File: config.mk
export PLATFORM = sky130hd
export DESIGN_NAME = fetch_unit
export DESIGN_NICKNAME = d
export VERILOG_FILES = /design/src/rtl/fetch_unit_pkg.sv /design/src/rtl/fetch_outbuf.sv /design/src/rtl/fetch_unit.sv
export SDC_FILE = /design/constraint.sdc
export NUM_CORES = 1
export LEC_CHECK = 0
export CORE_MARGIN = 4
export CORE_UTILIZATION = 40
export CTS_BUF_LIST = sky130_fd_sc_hd__clkbuf_8
export CTS_CLUSTER_DIAMETER = 80
export DETAILED_ROUTE_END_ITERATION = 12
export PLACE_DENSITY_LB_ADDON = 0.3
export SLEW_MARGIN = 30
export SYNTH_ARGS = -nofsm -noshare
export SYNTH_HDL_FRONTEND = slang
export SYNTH_SLANG_ARGS = --single-unit
File: constraint.sdc
create_clock -name clk -period 4.45 [get_ports clk]
set_input_delay 0.6675 -clock clk [delete_from_list [all_inputs] [get_ports clk]]
set_output_delay 0.6675 -clock clk [all_outputs]
set_load 0.02 [all_outputs]
File: src/rtl/fetch_unit_pkg.sv
// Shared types and constants for the rv32i instruction-fetch slice.
// Imported by fetch_unit and fetch_outbuf.
package fetch_unit_pkg;

    localparam int unsigned FETCH_XLEN = 32;
    localparam int unsigned INST_STEP  = 4;

    // Debug fill word (addi x0, x0, 0)
    localparam logic [FETCH_XLEN-1:0] INST_NOP = 32'h0000_0013;

    typedef enum logic [1:0] {
        FETCH_REQ  = 2'd0,
        FETCH_WAIT = 2'd1,
        FETCH_DROP = 2'd2,
        FETCH_HALT = 2'd3
    } fetch_state_e;

    typedef struct packed {
        logic [FETCH_XLEN-1:0] data;
        logic [FETCH_XLEN-1:0] pc;
    } inst_pkt_t;

    function automatic logic is_misaligned(input logic [FETCH_XLEN-1:0] addr);
        return addr[1:0] != 2'b00;
    endfunction

endpackage

File: src/rtl/fetch_outbuf.sv
// One-entry holding register between the fetch FSM and decode.
// Flush beats load; a valid entry is kept until decode takes it (stall low).
module fetch_outbuf
    import fetch_unit_pkg::*;
(
    input  logic      clk,
    input  logic      rst,
    input  logic      load_i,
    input  logic      flush_i,
    input  logic      stall_i,
    input  inst_pkt_t pkt_i,
    output logic      valid_o,
    output inst_pkt_t pkt_o
);

    logic      valid_q, valid_d;
    inst_pkt_t pkt_q, pkt_d;

    always_comb begin
        valid_d = valid_q;
        pkt_d   = pkt_q;
        if (flush_i) begin
            valid_d = 1'b0;
        end else if (load_i) begin
            valid_d = 1'b1;
            pkt_d   = pkt_i;
        end else if (valid_q && !stall_i) begin
            valid_d = 1'b0;
        end
    end

    always_ff @(posedge clk) begin
        if (rst) begin
            valid_q <= 1'b0;
            pkt_q   <= '0;
        end else begin
            valid_q <= valid_d;
            pkt_q   <= pkt_d;
        end
    end

    assign valid_o = valid_q;
    assign pkt_o   = pkt_q;

endmodule

File: src/rtl/fetch_unit.sv
// PC and single-outstanding instruction-fetch sequencer with redirect/flush.
// Optional performance counters are built when FETCH_PERF_EN is defined.
module fetch_unit
    import fetch_unit_pkg::*;
#(
    parameter int unsigned     XLEN     = 32,
    parameter logic [XLEN-1:0] RESET_PC = '0
) (
    input  logic            clk,
    input  logic            rst,
    input  logic            branch_valid,
    input  logic            branch_taken,
    input  logic [XLEN-1:0] branch_target,
    input  logic            jump_valid,
    input  logic [XLEN-1:0] jump_target,
    input  logic            stall,
    output logic            imem_req_valid,
    input  logic            imem_req_ready,
    output logic [XLEN-1:0] imem_addr,
    input  logic            imem_rsp_valid,
    input  logic [XLEN-1:0] imem_rsp_data,
    output logic            inst_valid,
    output logic [XLEN-1:0] inst_data,
    output logic [XLEN-1:0] inst_pc,
    output logic            misaligned_fault
`ifdef FETCH_PERF_EN
    ,
    output logic [31:0]     perf_fetch_cnt,
    output logic [31:0]     perf_redirect_cnt
`endif
);

    fetch_state_e    state_q, state_d;
    logic [XLEN-1:0] pc_q, pc_d;
    logic            fault_q, fault_d;

    logic            redirect_c;
    logic [XLEN-1:0] target_c;
    logic            req_valid_c;
    logic            handshake_c;
    logic            load_c;
    logic            flush_c;
    logic            consume_c;
    inst_pkt_t       rsp_pkt_c;
    inst_pkt_t       out_pkt;

    // The branch is older than a concurrent jump, so its target wins
    assign redirect_c  = (branch_valid && branch_taken) || jump_valid;
    assign target_c    = (branch_valid && branch_taken) ? branch_target : jump_target;
    assign req_valid_c = (state_q == FETCH_REQ) && !(inst_valid && stall);
    assign handshake_c = req_valid_c && imem_req_ready;
    assign consume_c   = inst_valid && !stall;

    always_comb begin
        state_d = state_q;
        pc_d    = pc_q;
        fault_d = fault_q;
        load_c  = 1'b0;
        flush_c = 1'b0;
        if (state_q != FETCH_HALT && redirect_c) begin
            flush_c = 1'b1;
            if (is_misaligned(target_c)) begin
                fault_d = 1'b1;
                state_d = FETCH_HALT;
            end else begin
                pc_d = target_c;
                // Any fetch still in flight belongs to the wrong path
                case (state_q)
                    FETCH_REQ:  state_d = handshake_c    ? FETCH_DROP : FETCH_REQ;
                    FETCH_WAIT: state_d = imem_rsp_valid ? FETCH_REQ  : FETCH_DROP;
                    FETCH_DROP: state_d = imem_rsp_valid ? FETCH_REQ  : FETCH_DROP;
                    default:    state_d = state_q;
                endcase
            end
        end else begin
            case (state_q)
                FETCH_REQ: begin
                    if (handshake_c) state_d = FETCH_WAIT;
                end
                FETCH_WAIT: begin
                    if (imem_rsp_valid) begin
                        load_c  = 1'b1;
                        pc_d    = pc_q + XLEN'(INST_STEP);
                        state_d = FETCH_REQ;
                    end
                end
                FETCH_DROP: begin
                    if (imem_rsp_valid) state_d = FETCH_REQ;
                end
                default: state_d = state_q;
            endcase
        end
    end

    always_ff @(posedge clk) begin
        if (rst) begin
            state_q <= FETCH_REQ;
            pc_q    <= RESET_PC;
            fault_q <= 1'b0;
        end else begin
            state_q <= state_d;
            pc_q    <= pc_d;
            fault_q <= fault_d;
        end
    end

    assign rsp_pkt_c = '{data: imem_rsp_data, pc: pc_q};

    fetch_outbuf u_outbuf (
        .clk     (clk),
        .rst     (rst),
        .load_i  (load_c),
        .flush_i (flush_c),
        .stall_i (stall),
        .pkt_i   (rsp_pkt_c),
        .valid_o (inst_valid),
        .pkt_o   (out_pkt)
    );

    assign imem_req_valid   = req_valid_c;
    assign imem_addr        = pc_q;
    assign inst_data        = out_pkt.data;
    assign inst_pc          = out_pkt.pc;
    assign misaligned_fault = fault_q;

`ifdef FETCH_PERF_EN
    logic [31:0] fetch_cnt_q, fetch_cnt_d;
    logic [31:0] redir_cnt_q, redir_cnt_d;

    always_comb begin
        fetch_cnt_d = fetch_cnt_q;
        redir_cnt_d = redir_cnt_q;
        if (consume_c) fetch_cnt_d = fetch_cnt_q + 32'd1;
        if (state_q != FETCH_HALT && redirect_c) redir_cnt_d = redir_cnt_q + 32'd1;
    end

    always_ff @(posedge clk) begin
        if (rst) begin
            fetch_cnt_q <= '0;
            redir_cnt_q <= '0;
        end else begin
            fetch_cnt_q <= fetch_cnt_d;
            redir_cnt_q <= redir_cnt_d;
        end
    end

    assign perf_fetch_cnt    = fetch_cnt_q;
    assign perf_redirect_cnt = redir_cnt_q;
`else
    logic unused_consume;
    assign unused_consume = consume_c;
`endif

endmodule

==> key figures <==
Status
  • Status: complete, no violations

Clock network
  • Clock buffer depth: 2
  • Worst-Skew Late Latency: 0.37 ns
  • CTS tree: yes
  • Setup Buffers After CTS: 0
  • Clock Tree Root: clkbuf_8
  • Clock-pin slew on the worst setup and hold paths: 0.09 ns
  • Hold_buf cts: 0
  • H-tree levels: 3
  • Sink Count: 100
  • CTS buffer count: 9
  • Post-cts sizing count: 0

Synth
  • Post-synth top area share: 41.8%
  • Post-synthesis sequential area ratio: 41.8%
  • Syn Std Cell Area: 0.00479 mm²
  • Yosys warns: 0
  • Cell taking the most area after synthesis: dfxtp_1
  • Ys async rst share: 0%
  • Synthesized flop and latch total: 100
  • Syn Nets: 772
  • Top post-synthesis cells by area: dfxtp_1, nand2_1, a21oi_1
  • Post-Syn Instances: 663
  • Distinct cells, synth: 54
  • Post-Syn Area per Cell: 7.22 µm²
  • Number of synthesized flops with an enable pin: 0
  • Top FF cell, synth: dfxtp_1

Power
  • Switch share: 31.2%
  • Pint: 0.00141 W
  • Switching power: 0.000642 W
  • Gate power share: 22.9%
  • Pwr dens: 291 mW/mm²
  • Leakage: 2.41 nW
  • Reg power frac: 48.0%
  • Clock power share: 29.2%
  • Peak supply drop: 0.000173 V
  • Tot Pwr: 0.00206 W

Global routing
  • Initial antenna violation count: 0
  • GR Util All Layers: 23.8%
  • Overflow after GRT: 0
  • Global-route wire length before repair: 27400 µm
  • Largest net degree at the start of global routing: 76
  • Number of global-route vias before repair: 5347

Timing
  • WHS: 0.457 ns
  • Fmax: 303 MHz
  • Final setup violation count: 0
  • Final Hold Vio Count: 0
  • RSZ-0062 raised after global routing: false
  • Share of the cycle needed by the critical path after routing: 74.3%
  • Max_slew headroom: 38.0%
  • Final setup TNS: 0 ns
  • Worst-Margin Slew: 0.928 ns
  • Crit path time final: 3.31 ns
  • Clk_skew: 0.0146 ns
  • Slew Viols, Final: 0

Layout
  • Area grow syn2layout: 47.4%
  • Register Area: 0.00200 mm²
  • Antenna diode count: 0
  • # nets final: 943
  • Design Area, Final: 0.00706 mm²
  • Commonest non-fill, non-tap cell in the layout: nand2_1
  • Area occupied by multi-input gates: 0.00259 mm²
  • Fill cells: 1038
  • Most frequent cells in the layout: nand2_1, clkdlybuf4s50_1, a21oi_1
  • Fraction of layout cells with a size suffix above 1: 4.89%

Floorplan
  • Initial Util: 41.4%
  • Die H: 117 µm
  • Die width: 117 µm
  • Row cnt: 39
  • Die footprint: 0.0138 mm²
  • Core area: 0.0116 mm²
  • # IOs: 203

Worst setup path
  • Crit end category: flop
  • Critical Setup Path Class: in2reg
  • Critical Path Source Type: input pin
  • Critical path arrival: 3.52 ns
  • CP required: 4.67 ns
  • Crit path max fanout: 39

Detailed routing
  • Drc violations: 0
  • DR vias: 5453
  • Via/cell ratio: 5.55
  • Final wirelength: 16700 µm
  • Initial DRC Count: 495
  • Routed wire per std cell: 17.0 µm
  • Routed Antenna Nets: 0
  • Drt first pass iters: 5

Placement
  • PortBufs: 202
  • Final HPWL DP: 11800 µm
  • Routability cong.: 0.885
  • Placed inst area: 0.00686 mm²

Job
  • Maxcap violations: 0

Min path
  • Hold Path Class: reg2reg
==> logic make-up (layout without fill, tap and decap cells) <==
family | count (synthesis) | in the layout | synth area share, %
mux | 3 | 3 | 0.627
fa+ha+maj | 5 | 5 | 1.31
simple gates | 306 | 306 | 28.7
compound gates | 194 | 194 | 22.9
buf+inv | 55 | 231 | 4.62
flops | 100 | 100 | 41.8
==> flip-flops by register name, summed over array words and instances, names as in the netlist <==
name	count
state_q	2
misaligned_fault	1
u_outbuf.valid_o	1
u_outbuf.pkt_o	64
imem_addr	32
==> power by group through the flow <==
stage	clock (W)	combinational [W]	sequential [W]
2_1_floorplan	0	0.000205	0.00103
3_3_place_gp	0	0.000456	0.00100
3_5_place_dp	0	0.000467	0.00101
4_1_cts	0.000609	0.000468	0.000985
5_1_grt	0.000647	0.000511	0.000993
6_report	0.000600	0.000471	0.000986
==> critical path, stage by stage <==
cell and delay (ns):
clkdlybuf4s50_1 0.66, a21o_1 0.25, a21o_2 0.62, nand2_1 0.77, a32oi_1 0.42, a31oi_1 0.13
==> layout make-up <==
type	instances	area share, %
clock inverter	7	1.06
inverter	6	0.319
clock buffer	9	1.75
sequential	100	28.3
timing repair buffer	209	29.3
tap	143	2.53
multi-input combinational	508	36.6
==> final timing paths <==
check                           from            endpoint  slack (ns)  depth (start not counted)
hold reg to reg   u_outbuf.pkt_o[33]  u_outbuf.pkt_o[33]        0.46                          2
setup reg to reg          state_q[0]       imem_addr[29]        1.34                          6
hold / removal    u_outbuf.pkt_o[33]  u_outbuf.pkt_o[33]        0.46                          2
setup / recovery          jump_valid       imem_addr[29]        1.14                          6
==> layer usage <==
layer,track usage [%],up-vias,wire (µm)
li1,-,2641,-
met4,7.40,0,372
met3,6.64,30,1380
met2,39.9,255,7980
met1,29.7,2527,6980
met5,0,-,0
==> Yosys cell counts, types with 3 or more instances <==
library cell	instances
nor4_1	6
and2_1	4
dfxtp_1	100
buf_1	4
nand3_1	21
and3_1	6
nand4_1	4
a211o_1	3
a311o_1	3
clkbuf_1	33
inv_1	6
nor2_1	16
a211oi_1	4
mux2i_1	3
o21ai_1	3
nor3_1	14
o21ai_0	27
a32oi_1	3
a21oi_1	119
nand2_1	211
a31oi_1	16
ha_1	5
buf_2	11
==> per-stage QoR <==
step	worst slack, ns	cells	util [%]
after floorplan	2.36	663	-
after global placement	0.906	966	59.3
after detailed placement	0.768	966	59.3
after CTS	1.20	982	61.0
after global routing	0.950	982	61.1
final	1.14	982	61.1
(Power assumes the default switching activity.)
